File: config.mk
export PLATFORM = sky130hd
export DESIGN_NAME = rr_arbiter_hold
export DESIGN_NICKNAME = d
export VERILOG_FILES = /design/src/rtl/rr_arbiter_hold.sv
export SDC_FILE = /design/constraint.sdc
export NUM_CORES = 1
export LEC_CHECK = 0
export BUFFER_PORTS_ARGS = -buffer_cell sky130_fd_sc_hd__buf_2
export CAP_MARGIN = 5
export CORE_MARGIN = 2
export CORE_UTILIZATION = 52
export CTS_BUF_LIST = sky130_fd_sc_hd__clkbuf_2
export CTS_CLUSTER_SIZE = 12
export DETAILED_ROUTE_END_ITERATION = 7
export GPL_TIMING_DRIVEN = 0
export PLACE_DENSITY = 0.83
export SLEW_MARGIN = 20
export SYNTH_ARGS = -nofsm -noshare
export SYNTH_HDL_FRONTEND = slang
export SYNTH_SLANG_ARGS = --single-unit
File: constraint.sdc
create_clock -name clk -period 1.69 [get_ports clk]
set_input_delay 0.2535 -clock clk [delete_from_list [all_inputs] [get_ports clk]]
set_output_delay 0.2535 -clock clk [all_outputs]
set_load 0.01 [all_outputs]
File: src/rtl/rr_arbiter_hold.sv
// Round-robin arbiter with bounded grant tenure.
// The grant is registered and one-hot; the owner keeps it for up to MAX_HOLD cycles.
module rr_arbiter_hold #(
  parameter int N        = 4,
  parameter int MAX_HOLD = 4,
  parameter int IW       = $clog2(N),
  parameter int CW       = $clog2(MAX_HOLD + 1)
) (
  input  logic          clk,
  input  logic          rst_n,
  input  logic [N-1:0]  REQ,
  output logic [N-1:0]  GNT,
  output logic [IW-1:0] gnt_id,
  output logic          gnt_valid
);

  typedef enum logic {
    S_IDLE,
    S_GRANT
  } state_t;

  state_t        r_state, w_state_nx;
  logic [IW-1:0] r_ptr, w_ptr_nx;
  logic [CW-1:0] r_cnt, w_cnt_nx;
  logic [N-1:0]  r_gnt, w_gnt_nx;
  logic [IW-1:0] r_id, w_id_nx;
  logic          r_valid, w_valid_nx;

  logic [IW-1:0] w_next_id;
  logic [IW-1:0] w_start;
  logic [IW-1:0] w_win;
  logic [IW-1:0] w_idx;
  logic          w_found;
  logic          w_release;

  assign w_next_id = (r_id == IW'(N - 1)) ? '0 : r_id + 1'b1;
  assign w_start   = (r_state == S_IDLE) ? r_ptr : w_next_id;
  assign w_release = !REQ[r_id] || (r_cnt == CW'(MAX_HOLD));

  // First set request at or after w_start, wrapping modulo N
  always_comb begin
    w_found = 1'b0;
    w_win   = '0;
    w_idx   = '0;
    for (int i = 0; i < N; i++) begin
      w_idx = IW'((int'(w_start) + i) % N);
      if (!w_found && REQ[w_idx]) begin
        w_found = 1'b1;
        w_win   = w_idx;
      end
    end
  end

  always_comb begin
    w_state_nx = r_state;
    w_ptr_nx   = r_ptr;
    w_cnt_nx   = r_cnt;
    w_gnt_nx   = r_gnt;
    w_id_nx    = r_id;
    w_valid_nx = r_valid;
    unique case (r_state)
      S_IDLE: begin
        if (w_found) begin
          w_state_nx = S_GRANT;
          w_gnt_nx   = {{(N-1){1'b0}}, 1'b1} << w_win;
          w_id_nx    = w_win;
          w_valid_nx = 1'b1;
          w_cnt_nx   = CW'(1);
        end
      end
      S_GRANT: begin
        if (!w_release) begin
          w_cnt_nx = r_cnt + 1'b1;
        end else begin
          w_ptr_nx = w_next_id;
          if (w_found) begin
            w_gnt_nx   = {{(N-1){1'b0}}, 1'b1} << w_win;
            w_id_nx    = w_win;
            w_valid_nx = 1'b1;
            w_cnt_nx   = CW'(1);
          end else begin
            w_state_nx = S_IDLE;
            w_gnt_nx   = '0;
            w_id_nx    = '0;
            w_valid_nx = 1'b0;
            w_cnt_nx   = '0;
          end
        end
      end
      default: w_state_nx = S_IDLE;
    endcase
  end

  always_ff @(posedge clk or negedge rst_n) begin
    if (!rst_n) begin
      r_state <= S_IDLE;
      r_ptr   <= '0;
      r_cnt   <= '0;
      r_gnt   <= '0;
      r_id    <= '0;
      r_valid <= 1'b0;
    end else begin
      r_state <= w_state_nx;
      r_ptr   <= w_ptr_nx;
      r_cnt   <= w_cnt_nx;
      r_gnt   <= w_gnt_nx;
      r_id    <= w_id_nx;
      r_valid <= w_valid_nx;
    end
  end

  assign GNT       = r_gnt;
  assign gnt_id    = r_id;
  assign gnt_valid = r_valid;

endmodule

==> run_results.csv <==
group,metric,value,unit
run_status,outcome,"finished, violations left",
run_status,violations,"negative setup slack",
pwr,p_switching,861,µW
pwr,power.leakage,0.000485,µW
timing,tightestPinTransition,567,ps
clocking,cts_sinks,13,
route,via_count,814,
global_route,grt_pass1_wl,3260,µm
layout,fin_cells,132,
die,num_rows,15,
die,die-width,46.1,µm
timing,holdWs,379,ps
clocking,insertion_delay,270,ps
route,drt_iter0_drc,22,
timing,relSlewSlack,0.619,
route,drt-total-wl,2050,µm
global_route,use_met3,0.0353,
setup_path,endpoint_kind,"flip-flop",
global_route,grt_use_met2,0.353,
die,die_area,2130,µm²
setup_path,crit_type,"reg2reg",
global_route,grt_pass1_vias,749,
logic_synthesis,synth.distinct_cells,41,
die,start_util,0.547,
timing,skew,9.42,ps
timing,finalWorstSetupSlack,-107,ps
logic_synthesis,yosysWarnings,0,
route,ant_nets,0,
placement,dp.cells,122,
hold_path,hold_path_class,"in2async",
global_route,grt_start_max_net_pins,14,
setup_path,reg2reg_depth,6,
timing,rsz0062_at_grt,"true",
timing,hold_viol_final,0,
placement,numPortBuffers,12,
route,avgViaCountPerCell,6.17,
layout,postLayoutCoreUtil,0.675,
setup_path,critPathMaxFanout,4,
global_route,grt.overflow.total,0,
route,drc,0,
global_route,busiest_layer,"met2",
global_route,met1_usage,0.303,
placement,dp_worst_setup_slack,-148,ps
clocking,clockRootBuffer,"clkbuf_2",
logic_synthesis,syn_avg_cell_area,9.93,µm²
logic_synthesis,synth-edff-count,0,
logic_synthesis,synthArstFlopShare,1.00,
route,wl_per_cell,15.5,µm
placement,hpwl,1430,µm
logic_synthesis,mappedNetlistArea,923,µm²
setup_path,cp.required,1880,ps
timing,period_minus_slack,1800,ps
die,die_h,46.1,µm
pwr,power_density,1780,nW/µm²
layout,area_growth,23.4,%
pwr,total_power,2030,µW
flow_run,max-cap-violations,0,
pwr,power.internal,1170,µW
logic_synthesis,ys_ff_latch,13,
placement,place_congestion,0.848,
setup_path,start_kind,"flip-flop",
setup_path,cp.arrival,1990,ps
logic_synthesis,syn_inst,93,
clocking,clkSlewWorstSetupHoldPaths,130,ps
logic_synthesis,ys_seq_area_frac,0.352,
layout,final_cell_mix,"buf_2 (12), dfrtp_1 (11), nand2_1 (7), nor2_1 (6), buf_4 (5)",
pwr,seq_power_share,0.268,
pwr,combPwrFrac,0.653,
clocking,cts_buffers,3,
timing,fin_crit_sh,1.06,
layout,nets,125,
layout,drive_gt1_frac,0.435,
layout,nFillCells,122,
pwr,ir_drop,1.09,mV
pwr,swShare,0.424,
route,first_pass_iters,4,
die,ios,13,
timing,final-setup-viol-count,7,
global_route,globalRouteTotalUtil,0.217,
timing,fmax,0.557,GHz
layout,mostFrequentLayoutCell,"buf_2",
clocking,cts_buffer_depth,2,
global_route,antenna_found_initial,0,
clocking,cts_tree,"done",
layout,antenna_cells,0,
logic_synthesis,synthFlopType,"dfrtp_1",
logic_synthesis,syn_nets,102,
clocking,htree_levels,1,
timing,drv_slew,0,
pwr,pwr-share-clk,0.080,
die,core,1690,µm²
[cell families after synthesis]
group,Yosys count,share of synthesized area
AO/OA/AOI/OAI,25,0.191
XOR/XNOR,1,0.00949
adder cells (fa/ha/maj),3,0.0407
buffers and inverters,8,0.0406
flip-flops,13,0.352
multiplexers,6,0.0867
AND/OR/NAND/NOR,37,0.279
[flip-flops by register name, summed over array words and instances, names as in the netlist]
name       count
GNT            4
r_cnt          3
gnt_id         2
r_ptr          2
gnt_valid      1
r_state        1
[synth_stat cells, types with 2 or more instances]
cell type	n	area [µm²]
o21ai_0	4	20.0
nand3_1	3	15.0
nand4_1	2	12.5
clkbuf_1	2	7.51
o211ai_2	2	25.0
a22oi_1	2	15.0
nand2b_1	2	12.5
nor3b_1	3	22.5
nand2_1	8	30.0
o211ai_1	4	30.0
a21oi_1	6	30.0
nor2_1	6	22.5
inv_1	4	15.0
mux2_2	3	33.8
nor2b_1	2	12.5
ha_1	3	37.5
dfrtp_1	13	325
[per-stage QoR]
stage | setup TNS (ps) | area, µm²
after CTS | -496 | 1120
after global placement | -709 | 1040
final | -562 | 1140
after global routing | -1100 | 1140
after floorplan | -160 | 955
after detailed placement | -836 | 1040
[per-layer routing]
| layer | vias to the layer above | routed length [µm] |
|---|---|---|
| li1 | 393 | - |
| met1 | 389 | 966 |
| met2 | 29 | 985 |
| met3 | 3 | 83 |
| met4 | 0 | 14 |
| met5 | - | 0 |
[worst max-delay path, cell delays in order, from the launching register on]
cell	delay, ps
dfrtp_2	460
ha_4	260
mux2i_4	160
mux2i_2	290
and4_4	310
nand3_4	90
o211ai_2	150
[final cells by class]
cell class / instances / area (µm²) / share of cell area
Buffer: 3 / 18.8 / 0.0165
Clock buffer: 4 / 20.0 / 0.0176
Inverter: 5 / 18.8 / 0.0165
Multi-Input combinational cell: 72 / 626 / 0.549
Sequential cell: 13 / 328 / 0.288
Tap cell: 17 / 21.3 / 0.0187
Timing Repair Buffer: 18 / 108 / 0.0944
[power by group through the flow]
stage	Clock [µW]	Combinational, µW	Sequential, µW
global route	182	1430	560
detailed placement	0	1090	565
floorplan	0	849	572
CTS	168	1260	542
global placement	0	1060	554
finish	162	1320	543
[worst paths after layout]
check	start	to	slack, ps
max	gnt_id[0]	GNT[3]	-110
min	rst_n	r_ptr[0]	380
max reg2reg	gnt_id[0]	GNT[3]	-110
min reg2reg	r_ptr[0]	r_ptr[0]	540
max in group asynchronous	rst_n	gnt_id[1]	1060
min in group clk	REQ[3]	r_cnt[2]	380
[repair_timing]
action                     CTS  global route
hold endpoints to repair    13             0
buffers inserted             4             1
setup endpoints to repair    8             8
pin swaps                    2             2
hold buffers                 1             0
resized for setup            5             5
(Power assumes the default switching activity.)
